[src/rtl/obstacle_manager_pkg.sv]
`default_nettype none
// ============================================================================
// Module   : obstacle_manager_pkg
// Purpose  : Shared widths, game state encoding and the obstacle type folding
//            helper for the obstacle manager block.
// Contents : POS_W, TYPE_W, SPEED_W, state_e, map_type()
// Revision : 1.0 - initial release
// ============================================================================
package obstacle_manager_pkg;

   localparam int POS_W   = 9;
   localparam int TYPE_W  = 3;
   localparam int SPEED_W = 4;

   typedef enum logic [1:0] {
      ST_IDLE   = 2'd0,
      ST_RUN    = 2'd1,
      ST_FROZEN = 2'd2
   } state_e;

   // Fold a raw 3-bit random value into the legal type range: values at or
   // above the type count are shifted down by the type count.
   function automatic logic [TYPE_W-1:0] map_type(input logic [TYPE_W-1:0] raw,
                                                   input int num_types);
      if (int'(raw) < num_types) begin
         return raw;
      end
      return raw - TYPE_W'(num_types);
   endfunction

endpackage
`default_nettype wire

[src/rtl/obstacle_manager_if.sv]
`default_nettype none
// ============================================================================
// Module   : obstacle_manager_if
// Purpose  : Game-control inputs and playfield outputs of the obstacle
//            manager, bundled as one interface.
// Ports    : master - game controller (drives tick/start/over/rng)
//            slave  - obstacle manager (drives obs_* / speed / spawn_pulse)
// Revision : 1.0 - initial release
// ============================================================================
interface obstacle_manager_if #(
   parameter int NUM_OBS = 3
);

   logic                                              game_tick;
   logic                                              game_start;
   logic                                              game_over;
   logic [7:0]                                        rng;
   logic [NUM_OBS-1:0]                                obs_valid;
   logic [obstacle_manager_pkg::POS_W*NUM_OBS-1:0]    obs_pos;
   logic [obstacle_manager_pkg::TYPE_W*NUM_OBS-1:0]   obs_type;
   logic [obstacle_manager_pkg::SPEED_W-1:0]          speed;
   logic                                              spawn_pulse;

   modport master (
      output game_tick, game_start, game_over, rng,
      input  obs_valid, obs_pos, obs_type, speed, spawn_pulse
   );

   modport slave (
      input  game_tick, game_start, game_over, rng,
      output obs_valid, obs_pos, obs_type, speed, spawn_pulse
   );

endinterface
`default_nettype wire

[src/rtl/obstacle_slot.sv]
`default_nettype none
// ============================================================================
// Module   : obstacle_slot
// Purpose  : One obstacle slot: holds valid/position/type, scrolls left by
//            the current speed on a move strobe and expires instead of
//            wrapping when the remaining distance is not larger than speed.
// Ports    : clk, rst_n        - clock, async active-low reset
//            i_clear           - drop the slot (game (re)start)
//            i_move            - scroll strobe for this tick
//            i_load            - spawn into this slot (wins over move)
//            i_load_type       - type captured on spawn
//            i_speed           - current scroll speed
//            o_valid/o_pos/o_type - registered slot contents
//            o_expire          - slot would expire on a move this cycle
// Revision : 1.0 - initial release
// ============================================================================
module obstacle_slot
   import obstacle_manager_pkg::*;
#(
   parameter int GEN_LINE = 250
) (
   input  logic               clk,
   input  logic               rst_n,
   input  logic               i_clear,
   input  logic               i_move,
   input  logic               i_load,
   input  logic [TYPE_W-1:0]  i_load_type,
   input  logic [SPEED_W-1:0] i_speed,
   output logic               o_valid,
   output logic [POS_W-1:0]   o_pos,
   output logic [TYPE_W-1:0]  o_type,
   output logic               o_expire
);

   localparam logic [POS_W-1:0] c_GEN_POS = POS_W'(GEN_LINE);

   logic              valid_q, valid_d;
   logic [POS_W-1:0]  pos_q, pos_d;
   logic [TYPE_W-1:0] type_q, type_d;
   logic [POS_W-1:0]  w_speed_ext;

   assign w_speed_ext = {{(POS_W-SPEED_W){1'b0}}, i_speed};
   assign o_expire    = valid_q && (pos_q <= w_speed_ext);

   always_comb begin
      valid_d = valid_q;
      pos_d   = pos_q;
      type_d  = type_q;
      if (i_clear) begin
         valid_d = 1'b0;
      end else if (i_load) begin
         // A fresh spawn is not scrolled on its own spawn tick.
         valid_d = 1'b1;
         pos_d   = c_GEN_POS;
         type_d  = i_load_type;
      end else if (i_move && valid_q) begin
         if (o_expire) begin
            valid_d = 1'b0;
         end else begin
            pos_d = pos_q - w_speed_ext;
         end
      end
   end

   always_ff @(posedge clk or negedge rst_n) begin
      if (!rst_n) begin
         valid_q <= 1'b0;
         pos_q   <= '0;
         type_q  <= '0;
      end else begin
         valid_q <= valid_d;
         pos_q   <= pos_d;
         type_q  <= type_d;
      end
   end

   assign o_valid = valid_q;
   assign o_pos   = pos_q;
   assign o_type  = type_q;

endmodule
`default_nettype wire

[src/rtl/obstacle_manager.sv]
`default_nettype none
// ============================================================================
// Module   : obstacle_manager
// Purpose  : Runner-game obstacle controller: IDLE/RUN/FROZEN game state,
//            lowest-free-slot spawn arbitration, speed ramp and per-slot
//            scrolling through NUM_OBS obstacle_slot instances.
// Ports    : clk    - system clock
//            rst_n  - asynchronous active-low reset
//            bus    - obstacle_manager_if.slave (game_tick, game_start,
//                     game_over, rng in; obs_valid, obs_pos, obs_type,
//                     speed, spawn_pulse out; all outputs registered)
// Revision : 1.0 - initial release
// ============================================================================
module obstacle_manager
   import obstacle_manager_pkg::*;
#(
   parameter int NUM_OBS    = 3,
   parameter int GEN_LINE   = 250,
   parameter int MIN_GAP    = 64,
   parameter int NUM_TYPES  = 5,
   parameter int SPEED_MAX  = 7,
   parameter int RAMP_TICKS = 600
) (
   input  logic               clk,
   input  logic               rst_n,
   obstacle_manager_if.slave  bus
);

   localparam int                   c_RAMP_W    = (RAMP_TICKS > 1) ? $clog2(RAMP_TICKS) : 1;
   localparam logic [c_RAMP_W-1:0]  c_RAMP_LAST = c_RAMP_W'(RAMP_TICKS - 1);
   localparam logic [SPEED_W-1:0]   c_SPEED_MAX = SPEED_W'(SPEED_MAX);
   localparam int                   c_SPAWN_LIM = GEN_LINE - MIN_GAP;

   state_e                state_q, state_d;
   logic [SPEED_W-1:0]    speed_q, speed_d;
   logic [c_RAMP_W-1:0]   ramp_q, ramp_d;
   logic                  spawn_pulse_q, spawn_pulse_d;

   logic                  w_enter_run;
   logic                  w_tick_run;
   logic                  w_blocked;
   logic                  w_spawn;
   logic [TYPE_W-1:0]     w_new_type;
   logic [NUM_OBS-1:0]    w_valid;
   logic [NUM_OBS-1:0]    w_expire;
   logic [NUM_OBS-1:0]    w_free;
   logic [NUM_OBS-1:0]    w_load;
   logic [POS_W-1:0]      w_pos  [NUM_OBS];
   logic [TYPE_W-1:0]     w_type [NUM_OBS];
   logic [POS_W*NUM_OBS-1:0]  w_pos_flat;
   logic [TYPE_W*NUM_OBS-1:0] w_type_flat;
   logic                  w_unused_rng;

   // Only the spawn-enable and type bits of rng carry meaning.
   assign w_unused_rng = ^bus.rng[5:3];

   // game_over wins over game_start only while running; in IDLE/FROZEN a
   // start always (re)enters RUN.
   assign w_enter_run = bus.game_start && !(state_q == ST_RUN && bus.game_over);
   // A tick landing on a start/over cycle is dropped.
   assign w_tick_run  = (state_q == ST_RUN) && bus.game_tick &&
                        !bus.game_start && !bus.game_over;

   assign w_free      = ~w_valid | w_expire;
   assign w_new_type  = map_type(bus.rng[2:0], NUM_TYPES);
   assign w_spawn     = w_tick_run && !w_blocked && (bus.rng[7:6] != 2'b00) && (|w_free);

   // Gap check uses pre-move positions of currently valid slots.
   always_comb begin
      w_blocked = 1'b0;
      for (int i = 0; i < NUM_OBS; i++) begin
         if (w_valid[i] && (int'(w_pos[i]) > c_SPAWN_LIM)) begin
            w_blocked = 1'b1;
         end
      end
   end

   // Lowest-index slot that is free after this tick's expiries.
   always_comb begin : p_arb
      logic found;
      found  = 1'b0;
      w_load = '0;
      for (int i = 0; i < NUM_OBS; i++) begin
         if (w_free[i] && !found) begin
            w_load[i] = w_spawn;
            found     = 1'b1;
         end
      end
   end

   for (genvar gi = 0; gi < NUM_OBS; gi++) begin : g_slot
      obstacle_slot #(
         .GEN_LINE (GEN_LINE)
      ) u_slot (
         .clk         (clk),
         .rst_n       (rst_n),
         .i_clear     (w_enter_run),
         .i_move      (w_tick_run),
         .i_load      (w_load[gi]),
         .i_load_type (w_new_type),
         .i_speed     (speed_q),
         .o_valid     (w_valid[gi]),
         .o_pos       (w_pos[gi]),
         .o_type      (w_type[gi]),
         .o_expire    (w_expire[gi])
      );
   end

   always_comb begin
      w_pos_flat  = '0;
      w_type_flat = '0;
      for (int i = 0; i < NUM_OBS; i++) begin
         w_pos_flat[i*POS_W +: POS_W]    = w_pos[i];
         w_type_flat[i*TYPE_W +: TYPE_W] = w_type[i];
      end
   end

   always_comb begin
      state_d       = state_q;
      speed_d       = speed_q;
      ramp_d        = ramp_q;
      spawn_pulse_d = w_spawn;
      case (state_q)
         ST_IDLE:   if (bus.game_start) state_d = ST_RUN;
         ST_RUN:    if (bus.game_over)  state_d = ST_FROZEN;
                    else if (bus.game_start) state_d = ST_RUN;
         ST_FROZEN: if (bus.game_start) state_d = ST_RUN;
         default:   state_d = ST_IDLE;
      endcase
      if (w_enter_run) begin
         speed_d = SPEED_W'(1);
         ramp_d  = '0;
      end else if (w_tick_run) begin
         if (ramp_q == c_RAMP_LAST) begin
            ramp_d = '0;
            if (speed_q < c_SPEED_MAX) begin
               speed_d = speed_q + SPEED_W'(1);
            end
         end else begin
            ramp_d = ramp_q + c_RAMP_W'(1);
         end
      end
   end

   always_ff @(posedge clk or negedge rst_n) begin
      if (!rst_n) begin
         state_q       <= ST_IDLE;
         speed_q       <= SPEED_W'(1);
         ramp_q        <= '0;
         spawn_pulse_q <= 1'b0;
      end else begin
         state_q       <= state_d;
         speed_q       <= speed_d;
         ramp_q        <= ramp_d;
         spawn_pulse_q <= spawn_pulse_d;
      end
   end

   assign bus.obs_valid   = w_valid;
   assign bus.obs_pos     = w_pos_flat;
   assign bus.obs_type    = w_type_flat;
   assign bus.speed       = speed_q;
   assign bus.spawn_pulse = spawn_pulse_q;

endmodule
`default_nettype wire

[src/flat_wrapper.sv]
// flat-port wrapper written by rule: the top's interface ports become plain ports
module obstacle_manager_flat import obstacle_manager_pkg::*;
#(
   parameter int NUM_OBS    = 3,
   parameter int GEN_LINE   = 250,
   parameter int MIN_GAP    = 64,
   parameter int NUM_TYPES  = 5,
   parameter int SPEED_MAX  = 7,
   parameter int RAMP_TICKS = 600
)
  (clk, rst_n, bus_game_tick, bus_game_start, bus_game_over, bus_rng, bus_obs_valid, bus_obs_pos, bus_obs_type, bus_speed, bus_spawn_pulse);
  obstacle_manager_if #(.NUM_OBS(NUM_OBS)) bus_i ();
  input  logic clk;
  input  logic rst_n;
  input wire logic [$bits(bus_i.game_tick)-1:0] bus_game_tick;
  input wire logic [$bits(bus_i.game_start)-1:0] bus_game_start;
  input wire logic [$bits(bus_i.game_over)-1:0] bus_game_over;
  input wire logic [$bits(bus_i.rng)-1:0] bus_rng;
  output wire logic [$bits(bus_i.obs_valid)-1:0] bus_obs_valid;
  output wire logic [$bits(bus_i.obs_pos)-1:0] bus_obs_pos;
  output wire logic [$bits(bus_i.obs_type)-1:0] bus_obs_type;
  output wire logic [$bits(bus_i.speed)-1:0] bus_speed;
  output wire logic [$bits(bus_i.spawn_pulse)-1:0] bus_spawn_pulse;
  assign bus_i.game_tick = bus_game_tick;
  assign bus_i.game_start = bus_game_start;
  assign bus_i.game_over = bus_game_over;
  assign bus_i.rng = bus_rng;
  assign bus_obs_valid = bus_i.obs_valid;
  assign bus_obs_pos = bus_i.obs_pos;
  assign bus_obs_type = bus_i.obs_type;
  assign bus_speed = bus_i.speed;
  assign bus_spawn_pulse = bus_i.spawn_pulse;
  obstacle_manager #(.NUM_OBS(NUM_OBS), .GEN_LINE(GEN_LINE), .MIN_GAP(MIN_GAP), .NUM_TYPES(NUM_TYPES), .SPEED_MAX(SPEED_MAX), .RAMP_TICKS(RAMP_TICKS)) u_core (.clk(clk), .rst_n(rst_n), .bus(bus_i));
endmodule
[config.mk]
export PLATFORM = sky130hd
export DESIGN_NAME = obstacle_manager_flat
export DESIGN_NICKNAME = d
export VERILOG_FILES = /design/src/rtl/obstacle_manager_pkg.sv /design/src/rtl/obstacle_manager_if.sv /design/src/rtl/obstacle_slot.sv /design/src/rtl/obstacle_manager.sv /design/src/flat_wrapper.sv
export SDC_FILE = /design/constraint.sdc
export NUM_CORES = 1
export LEC_CHECK = 0
export ABC_AREA = 1
export CORE_MARGIN = 4
export CORE_UTILIZATION = 43
export DETAILED_ROUTE_END_ITERATION = 7
export PLACE_DENSITY = 0.66
export SLEW_MARGIN = 20
export SYNTH_ARGS = -nofsm -noshare
export SYNTH_HDL_FRONTEND = slang
export SYNTH_SLANG_ARGS = --single-unit
[constraint.sdc]
create_clock -name clk -period 5.4 [get_ports clk]
set_clock_uncertainty 0.1 [all_clocks]
set_input_delay 0.54 -clock clk [delete_from_list [all_inputs] [get_ports clk]]
set_output_delay 0.54 -clock clk [all_outputs]
set_load 0.01 [all_outputs]
==> impl_metrics.py, run 1 <==
metrics = {
    "cts": {
        "cts_tree": "yes",
        "ctsHoldBuffers": 0,
        "ctsResizeCount": 0,
        "numCtsBuffers": 5,
        "cts-root-buf": "clkbuf_8",
        "cts.sinks": 56,
        "ctsHtreeMaxLevel": 2,
        "clk_latency_ns": 0.31,
        "cts_setup_buffers": 0,
        "clockBufferDepth": 2,
        "path_clk_slew_ns": 0.10,
    },
    "die": {
        "initial_core_util_pct": 44.96,
        "dieArea_sq_um": 10330,
        "die_h_um": 101.6,
        "coreArea_sq_um": 8382,
        "die_w_um": 101.6,
        "pin_count": 57,
        "num_rows": 33,
    },
    "cells_and_area": {
        "diodes": 0,
        "layout.nets": 572,
        "area_growth_syn_to_layout_pct": 18.03,
        "layout-drive-gt1-share_pct": 10.89,
    },
    "global_route": {
        "grt_pass1_wl_um": 14710,
        "grt_max_degree": 57,
        "antenna_found_initial": 0,
        "grtUsageTotal_pct": 17.62,
        "grt_pass1_vias": 3152,
        "gr-total-overflow": 0,
    },
    "timing": {
        "final-hold-violation-count": 0,
        "fmax_ghz": 0.3986,
        "setup_tns_ns": 0,
        "rsz0062_at_grt": "false",
        "slew_viol_final": 0,
        "relSlewSlack_pct": 51.83,
        "layout_setup_ws_ns": 2.891,
        "worstMarginPinSlew_ns": 0.7225,
        "min_period_ns": 2.509,
        "period_share_pct": 46.46,
        "setup_viol": 0,
    },
    "synth": {
        "syn_nets": 519,
        "yosysMostFrequentCell": "nand2_1",
        "synth_top_cells_by_area": "dfrtp_1 37%, nand2_1 12%, inv_1 5.2%, ha_1 5.0%, nand3_1 4.6%",
        "syn_area_sq_um": 3769,
        "synthArstFlopShare_pct": 100.0,
        "synthCells": 488,
        "synth_top_cell_by_area": "dfrtp_1",
        "yosysUniqueCellTypes": 40,
        "synth_edf_count": 0,
        "synth_top_area_share_pct": 36.52,
        "synthFlopType": "dfrtp_1",
        "synth_warnings": 0,
        "yosysSeqAreaShare_pct": 37.22,
        "syn_area_per_cell_sq_um": 7.723,
        "synth_common_cells": "122 x nand2_1, 55 x dfrtp_1, 52 x inv_1",
        "ys_ff_latch": 56,
    },
    "worst_setup_path": {
        "worst-path-max-fanout": 17,
        "endpoint_kind": "register",
        "critPathArrivalTime_ns": 2.67,
        "worstPathRequired_ns": 5.56,
        "crit_path_start_kind": "register",
        "criticalPathCategory": "register to register",
    },
    "outcome": {
        "status": "finished clean",
    },
    "pwr": {
        "power.density_nw_per_um2": 459.9,
        "irDropWorstVdd_mv": 0.2410,
        "p_leak_nw": 2.057,
        "netSwitchingPower_mw": 0.9135,
        "clkPwrFrac_pct": 11.5,
        "p_int_mw": 1.132,
        "p_seq_share_pct": 32.9,
        "power_frac_comb_pct": 55.6,
        "switching_share_pct": 44.66,
    },
    "place": {
        "port-buffer-count": 53,
        "dp_hpwl_um": 6564,
        "pre_cts_slack_ns": 2.890,
        "finalWeightedCongestion": 0.8548,
    },
    "drt": {
        "first_iter_violations": 111,
        "routedWlPerCell_um": 13.33,
        "antenna_left": 0,
        "drc_errors": 0,
        "vias": 3242,
        "wl_um": 8622,
        "via_per_inst": 5.011,
        "dr.pass1.iters": 4,
    },
    "worst_hold_path": {
        "hold_path_class": "primary input to asynchronous set/reset pin",
    },
    "job": {
        "cap_violations": 0,
    },
}
==> flip-flops by register name (all words and copies together), names as in the netlist <==
signal	flops
u_core.bus.speed	4
u_core.g_slot.u_slot.o_pos	27
u_core.g_slot.u_slot.o_valid	3
u_core.state_q	2
u_core.g_slot.u_slot.o_type	9
u_core.bus.spawn_pulse	1
u_core.ramp_q	10
==> stage by stage <==
step	power [mW]	cell area [sq um]	util (%)	hold slack (ns)	instances
after detailed placement	1.819	4358	51.99	0.3696	639
after CTS	2.069	4448	53.07	0.2892	647
after global placement	1.797	4358	51.99	0.3652	639
after global routing	2.248	4448	53.07	0.3204	647
final	2.045	4448	53.07	0.2664	647
after floorplan	1.438	3769	-	0.1444	488
==> layout by cell type, fill, tap and decap left out, drive strengths merged, types with 3 or more instances in the layout <==
cell type	n
nand4	9
ha	15
or2	4
nand2	132
clkbuf	5
o211ai	6
nand3	42
xnor2	3
o21bai	4
xor2	16
nor3	10
clkdlybuf4s50	52
o21ai	33
inv	66
dfrtp	55
nor2	51
fa	3
a21oi	22
==> cell type report <==
class,count,area (sq um)
clock buffer,5,68.82
clock inverter,3,21.27
fill,837,3934
inverter,65,244.0
multi-input combinational,359,2047
sequential,56,1403
tap,105,131.4
timing repair buffer,54,533.0
==> worst max-delay path, stage by stage (launching register included) <==
cell and delay (ns):
dfrtp_1 0.61, inv_1 0.22, ha_1 0.35, nand2_1 0.07, inv_1 0.06, nand3_1 0.09
nand4_1 0.15, nand3_2 0.15, nor2_4 0.18, nand3_4 0.20, nand2_2 0.17, nand2_1 0.07
nand2_1 0.05
==> kinds of logic after synthesis <==
logic type,count (synthesis),share of synthesized area (%)
AND/OR/NAND/NOR,250,31.57
buffers and inverters,73,8.466
adder cells (fa/ha/maj),18,6.574
XOR/XNOR,19,4.416
flip-flops,56,37.22
AO/OA/AOI/OAI,72,11.75
==> layer usage <==
layer	vias up	global-route usage [%]	part of all wire [%]
met2	77	28.67	45
li1	1686	-	-
met5	-	0	0
met1	1470	24.20	49
met3	9	3.512	5.1
met4	0	4.294	1.1
==> path summary, 6_finish.rpt <==
kind | start | endpoint | slack [ns] | cells after the start
hold reg to reg | u_core.g_slot[1].u_slot.o_type[0]$_DFFE_PN0P_ | u_core.g_slot[1].u_slot.o_type[0]$_DFFE_PN0P_ | 0.39 | 2
min in group clk | u_core.g_slot[1].u_slot.o_type[0]$_DFFE_PN0P_ | u_core.g_slot[1].u_slot.o_type[0]$_DFFE_PN0P_ | 0.39 | 2
max in group asynchronous | rst_n | u_core.g_slot[1].u_slot.o_pos[3]$_DFFE_PN0P_ | 4.46 | 2
setup reg to reg | u_core.bus.speed[1]$_DFFE_PN0P_ | u_core.g_slot[2].u_slot.o_pos[5]$_DFFE_PN0P_ | 2.89 | 12
setup / recovery | u_core.bus.speed[1]$_DFFE_PN0P_ | u_core.g_slot[2].u_slot.o_pos[5]$_DFFE_PN0P_ | 2.89 | 12
hold / removal | rst_n | u_core.g_slot[1].u_slot.o_pos[1]$_DFFE_PN0P_ | 0.27 | 2
==> power groups by stage <==
stage                     Sequential [mW]  Combinational [mW]  Clock, mW
after floorplan                     0.686               0.752          0
after global placement              0.683                1.11          0
after detailed placement            0.683                1.14          0
after CTS                           0.674                1.14      0.249
after global routing                0.697                1.29      0.260
final                               0.672                1.14      0.235
(Power assumes the default switching activity.)
==> run 2: changes to the inputs <==
- PLACE_DENSITY: 0.66 -> 0.68
- clock period: 5.4 -> 2.3 ns (I/O delays scaled with it)
==> run 2 against run 1 <==
Sequential share of layout area decreased by 1.4 points. Power increased by 150%. Die area unchanged. Non-clock buffer count increased by 13. Clock power increased to 2.7 times the previous value. Clock-buffer cell count increased by 1. Combinational power increased to 2.5 times the previous value. Worst setup slack got worse by 2.8 ns. Global-route usage decreased by 0.097 points. Flip-flop and latch count unchanged. Register-to-register slack got worse by 2.8 ns. Via count increased by 4.9%. Largest power group unchanged. Highest routed layer unchanged.
==> impl_metrics.py, run 2 (synthesized netlist as in run 1, its figures left out) <==
metrics = {
    "outcome": {
        "status": "finished clean",
    },
    "cts": {
        "numCtsBuffers": 5,
        "cts-root-buf": "clkbuf_8",
        "path_clk_slew_ns": 0.10,
        "ctsHtreeMaxLevel": 2,
        "cts.sinks": 56,
        "clk_latency_ns": 0.31,
        "cts_tree": "yes",
        "clockBufferDepth": 2,
    },
    "worst_setup_path": {
        "r2r_end": "u_core.g_slot[2].u_slot.o_pos[0]$_DFFE_PN0P_",
        "worstPathRequired_ns": 2.45,
        "r2r-start": "u_core.bus.speed[3]$_DFFE_PN0P_",
        "rrSetupSlack_ns": 0.13,
        "crit_path_start_kind": "register",
        "ff2ff_path_depth": 11,
        "cp-endpoint": "u_core.g_slot[2].u_slot.o_pos[0]$_DFFE_PN0P_",
        "worst-path-max-fanout": 9,
        "endpoint_kind": "register",
        "critPathArrivalTime_ns": 2.31,
        "criticalPathCategory": "register to register",
        "crit_start": "u_core.bus.speed[3]$_DFFE_PN0P_",
    },
    "global_route": {
        "grtUsageTotal_pct": 17.53,
        "grt_pass1_wl_um": 14670,
        "grt_pass1_vias": 3271,
        "grt_use_met2_pct": 28.72,
        "gr-max-usage-layer": "met2",
        "gr-total-overflow": 0,
        "grt_max_degree": 32,
        "met1_usage_pct": 23.43,
        "antenna_found_initial": 0,
        "met3_usage_pct": 3.375,
    },
    "drt": {
        "via_per_inst": 5.145,
        "wl_um": 8818,
        "routedWlPerCell_um": 13.34,
        "antenna_left": 0,
        "vias": 3401,
        "dr.pass1.iters": 4,
        "drc_errors": 0,
        "first_iter_violations": 88,
    },
    "cells_and_area": {
        "final_cell_area_sq_um": 4651,
        "post-route-util_pct": 55.49,
        "largest_reg_flops": 27,
        "layout_common_cells": "122 x nand2_1, 55 x dfrtp_1, 52 x clkdlybuf4s50_1, 50 x inv_1, 41 x nor2_1",
        "area_growth_syn_to_layout_pct": 23.41,
        "final_common_cell": "nand2_1",
        "diodes": 0,
        "layout-drive-gt1-share_pct": 14.03,
        "layout.nets": 586,
        "num-fill-cells": 770,
        "finalNonFillerCells": 661,
    },
    "timing": {
        "worstMarginPinSlew_ns": 0.6132,
        "slew_viol_final": 0,
        "fmax_ghz": 0.4612,
        "period_share_pct": 94.27,
        "setup_viol": 0,
        "setup_tns_ns": 0,
        "relSlewSlack_pct": 59.12,
        "layout_setup_ws_ns": 0.1317,
        "min_period_ns": 2.168,
        "hold_ws_ns": 0.3512,
        "final-hold-violation-count": 0,
    },
    "place": {
        "dpl_cell_area_sq_um": 4431,
        "pre_cts_slack_ns": -0.0005944,
        "dp_hpwl_um": 6692,
        "dp_cells": 647,
        "finalWeightedCongestion": 0.9200,
        "port-buffer-count": 53,
    },
    "pwr": {
        "irDropWorstVdd_mv": 0.5763,
        "finalPower_mw": 5.040,
        "p_leak_nw": 2.153,
        "power.density_nw_per_um2": 1084,
    },
    "die": {
        "num_rows": 33,
        "coreArea_sq_um": 8382,
        "initial_core_util_pct": 44.96,
        "die_w_um": 101.6,
        "dieArea_sq_um": 10330,
        "die_h_um": 101.6,
        "pin_count": 57,
    },
    "worst_hold_path": {
        "hold_path_class": "primary input to asynchronous set/reset pin",
    },
    "job": {
        "cap_violations": 0,
    },
}
## run 2: cell types whose count changed in the layout (fill, tap and decap cells not counted), sizes merged
cell / previous run / this run
buf: 2 / 14
bufinv: 0 / 1
clkbuf: 5 / 6
clkinvlp: 1 / 0
dlygate4sd3: 0 / 1
inv: 66 / 65
nand3: 42 / 43
## run 2: report_power, final
group          switching, mW  internal [mW]
clock network          0.318          0.324
registers              0.309           1.24
logic                   1.55           1.30
## run 2: per-layer routing
| layer | routed length, um | vias to the layer above | part of all wire [%] |
|---|---|---|---|
| li1 | - | 1722 | - |
| met2 | 3934 | 92 | 45 |
| met5 | 0 | - | 0 |
| met3 | 558 | 18 | 6.3 |
| met1 | 4155 | 1569 | 47 |
| met4 | 171 | 0 | 1.9 |
## run 2: worst max-delay path, stage by stage (launching register included)
cell and delay [ns]:
dfrtp_1 0.42, inv_4 0.10, ha_1 0.33, inv_1 0.09
nor2_2 0.13, a21oi_2 0.08, o211ai_1 0.11, nand3_2 0.23
inv_2 0.14, nand2_4 0.10, or2_0 0.21, nand2_1 0.07
## run 2: layout make-up
type                    instances  area, sq um  area share, %
clock buffers                   6        72.57          1.560
clock inverters                 2        35.03         0.7533
inverters                      65        246.5          5.300
multi-input cells             360         2117          45.52
flip-flops and latches         56         1403          30.16
well taps                     105        131.4          2.825
repair buffers                 67        645.6          13.88
## run 2: what timing repair did
item / 4_1_cts / 5_1_grt
setup buffers: 1 / 3
setup endpoints to repair: 1 / 34
pin swaps: 0 / 1
hold buffers: 1 / 0
gates resized for setup: 0 / 11
cloned: 1 / 0
hold endpoints to repair: 25 / 0
## run 2: how the worst min path moves through the flow
stage,to,slack [ns],startpoint
after global routing,u_core.g_slot[1].u_slot.o_pos[7]$_DFFE_PN0P_,0.40,rst_n
final,u_core.g_slot[1].u_slot.o_pos[7]$_DFFE_PN0P_,0.35,rst_n
after global placement,u_core.g_slot[1].u_slot.o_pos[7]$_DFFE_PN0P_,0.17,rst_n
after detailed placement,u_core.g_slot[1].u_slot.o_pos[7]$_DFFE_PN0P_,0.18,rst_n
after floorplan,u_core.bus.spawn_pulse$_DFF_PN0_,-0.17,rst_n
after CTS,u_core.g_slot[1].u_slot.o_pos[7]$_DFFE_PN0P_,0.37,rst_n
==> run 3: changes to the inputs <==
- ABC_AREA: 1 -> unset
- PLACE_DENSITY: 0.68 -> 0.7
==> run 3 against run 2 <==
The flow now finishes with violations (negative setup slack). Sequential power is 26% lower. Global-route usage increased by 3.0 points. Clock power grew 12%. Sequential share of layout area decreased by 3.1 points. Hold slack gained 0.0036 ns. Clock-buffer cell count increased by 1. Synthesized cell count decreased by 31%. Critical endpoint is now u_core.g_slot[2].u_slot.o_type[0]$_DFFE_PN0P_.
==> impl_metrics.py, run 3 <==
metrics = {
    "outcome": {
        "status": "complete, but fails checks",
        "violations": "negative setup slack",
    },
    "cells_and_area": {
        "multi_input_area_sq_um": 2182,
        "final_common_cell": "buf_4",
        "layout_common_cells": "79 x buf_4, 54 x dfrtp_1, 52 x clkdlybuf4s50_1, 35 x nor2_1, 17 x nand2_1",
        "layout-drive-gt1-share_pct": 36.85,
        "final_cell_area_sq_um": 5194,
        "diodes": 0,
        "area_growth_syn_to_layout_pct": 55.70,
        "layout.nets": 513,
        "seq_area_sq_um": 1404,
        "largest_reg_flops": 27,
        "num-fill-cells": 514,
    },
    "synth": {
        "synth_warnings": 0,
        "synthFlopType": "dfrtp_1",
        "synth_top_family_by_area": "simple AND/OR/NAND/NOR gates",
        "synthMuxAreaShare_pct": 4.651,
        "synth_top_cells_by_area": "dfrtp_1 41%, ha_1 5.6%, nor2_1 3.9%, xor2_1 3.4%, mux2_2 2.7%",
        "syn_area_sq_um": 3336,
        "syn_area_per_cell_sq_um": 9.869,
        "yosysMostFrequentCell": "dfrtp_1",
        "ys_ff_latch": 56,
        "syn_nets": 369,
        "synth_common_cells": "55 x dfrtp_1, 35 x nor2_1, 23 x nand2_1",
        "yosysUniqueCellTypes": 64,
        "synth_xor_area_share_pct": 5.776,
        "synth_compound_area_share_pct": 14.82,
        "yosysSeqAreaShare_pct": 42.05,
        "synthCells": 338,
        "synth_edf_count": 0,
        "yosys.area_share.simple_pct": 21.68,
        "synth_top_cell_by_area": "dfrtp_1",
        "synthAdderAreaFrac_pct": 7.427,
        "synthArstFlopShare_pct": 100.0,
        "synth_top_area_share_pct": 41.26,
    },
    "drt": {
        "first_iter_violations": 168,
        "via_per_inst": 5.356,
        "drc_errors": 0,
        "routedWlPerCell_um": 16.77,
        "dr.pass1.iters": 4,
        "wl_um": 9758,
        "antenna_left": 0,
        "vias": 3117,
    },
    "job": {
        "cap_violations": 0,
    },
    "place": {
        "pre_cts_slack_ns": -0.2125,
        "port-buffer-count": 53,
        "finalWeightedCongestion": 0.9397,
        "dp_hpwl_um": 6588,
        "dpl_cell_area_sq_um": 4576,
    },
    "pwr": {
        "p_int_mw": 2.057,
        "power_frac_comb_pct": 36.8,
        "clkPwrFrac_pct": 24.2,
        "p_seq_share_pct": 39.0,
        "netSwitchingPower_mw": 0.9050,
        "irDropWorstVdd_mv": 0.4790,
        "p_leak_nw": 2.332,
        "switching_share_pct": 30.55,
        "power.density_nw_per_um2": 570.3,
    },
    "global_route": {
        "grt_pass1_vias": 3127,
        "grt_max_degree": 24,
        "antenna_found_initial": 0,
        "gr-total-overflow": 0,
        "grt_pass1_wl_um": 14900,
        "grtUsageTotal_pct": 20.50,
    },
    "worst_setup_path": {
        "worst-path-max-fanout": 6,
        "r2r_end": "u_core.g_slot[2].u_slot.o_type[0]$_DFFE_PN0P_",
        "endpoint_kind": "register",
        "critPathArrivalTime_ns": 2.62,
        "ff2ff_path_depth": 7,
        "rrSetupSlack_ns": -0.22,
        "crit_path_start_kind": "register",
        "criticalPathCategory": "register to register",
        "r2r-start": "u_core.bus.speed[0]$_DFFE_PN1P_",
        "worstPathRequired_ns": 2.40,
    },
    "cts": {
        "numCtsBuffers": 5,
        "ctsHtreeMaxLevel": 2,
        "clockBufferDepth": 2,
        "path_clk_slew_ns": 0.10,
        "cts.sinks": 56,
        "cts-root-buf": "clkbuf_8",
        "cts_tree": "yes",
        "clk_latency_ns": 0.31,
    },
    "timing": {
        "final-hold-violation-count": 0,
        "slew_viol_final": 0,
        "min_period_ns": 2.523,
        "relSlewSlack_pct": 61.61,
        "rsz0062_at_grt": "true",
        "period_share_pct": 109.7,
        "setup_viol": 24,
        "fmax_ghz": 0.3964,
        "layout_setup_ws_ns": -0.2228,
        "worstMarginPinSlew_ns": 0.5759,
    },
    "die": {
        "dieArea_sq_um": 9230,
        "pin_count": 57,
        "initial_core_util_pct": 45.03,
        "coreArea_sq_um": 7408,
        "num_rows": 31,
        "die_h_um": 96.08,
        "die_w_um": 96.08,
    },
    "worst_hold_path": {
        "hold_path_class": "primary input to asynchronous set/reset pin",
    },
}
[run 3: through the flow]
step	util (%)	power (mW)	setup TNS [ns]	hold slack (ns)	instances
after global routing	70.11	3.128	-4.443	0.4043	582
final	70.11	2.962	-2.652	0.3548	582
after CTS	64.82	2.804	-2.328	0.3863	570
after detailed placement	61.76	2.078	-4.402	0.1640	557
after global placement	61.76	2.060	-2.789	0.1574	557
after floorplan	-	1.601	-2.272	-0.1656	338
[run 3: logic make-up after synthesis]
group,Yosys count
DFF,56
xor gates and xnor gates,22
muxes,13
adders and majority gates,18
AOI/OAI and AO/OA,73
buffers and inverters,25
and+or+nand+nor,131
[run 3: worst max-delay path, cell delays in order, from the launching register on]
cell and delay (ns):
dfstp_2 0.69, ha_4 0.18, nand4_1 0.12, buf_4 0.17, a21boi_4 0.17, a21oi_2 0.09
or4b_4 0.57, mux2_4 0.32
[run 3: layer usage]
layer,vias to the layer above,track usage (%),share of wire [%]
li1,1498,-,-
met1,1541,27.76,45
met2,62,34.73,50
met3,16,3.362,3.1
met4,0,3.910,1.9
met5,-,0,0
[run 3: timing repair]
item                                    4_1_cts  5_1_grt
cloned                                        0        0
endpoints found under the setup margin       37       37
endpoints found under the hold margin        20        0
setup buffers                                 4       13
hold buffers                                  1        0
resized for setup                            15       61
pin swaps                                     8       34
[run 3: worst max path at each step]
stage                               startpoint                                            end  slack (ns)
3_3_place_gp                     bus_game_over   u_core.g_slot[0].u_slot.o_pos[8]$_DFFE_PN0P_       -0.18
5_1_grt        u_core.bus.speed[1]$_DFFE_PN0P_  u_core.g_slot[2].u_slot.o_type[2]$_DFFE_PN0P_       -0.28
6_report       u_core.bus.speed[0]$_DFFE_PN1P_  u_core.g_slot[2].u_slot.o_type[0]$_DFFE_PN0P_       -0.22
3_5_place_dp                     bus_game_over   u_core.g_slot[0].u_slot.o_pos[8]$_DFFE_PN0P_       -0.21
2_1_floorplan  u_core.bus.speed[1]$_DFFE_PN0P_   u_core.g_slot[2].u_slot.o_pos[0]$_DFFE_PN0P_       -0.24
4_1_cts        u_core.bus.speed[0]$_DFFE_PN1P_  u_core.g_slot[2].u_slot.o_type[2]$_DFFE_PN0P_       -0.18
[run 3: area by class of cell]
type,count,share of cell area (%)
Tap cell,99,2.385
Multi-Input combinational cell,257,42.01
Inverter,16,1.253
Clock inverter,1,0.5782
Sequential cell,56,27.03
Clock buffer,7,1.855
Timing Repair Buffer,146,24.89
[run 3: power by group through the flow]
stage               logic, mW  registers (mW)  clock network, mW
CTS                     0.929            1.15              0.725
finish                   1.09            1.15              0.717
global placement        0.898            1.16                  0
floorplan               0.376            1.22                  0
global route             1.19            1.17              0.772
detailed placement      0.911            1.17                  0
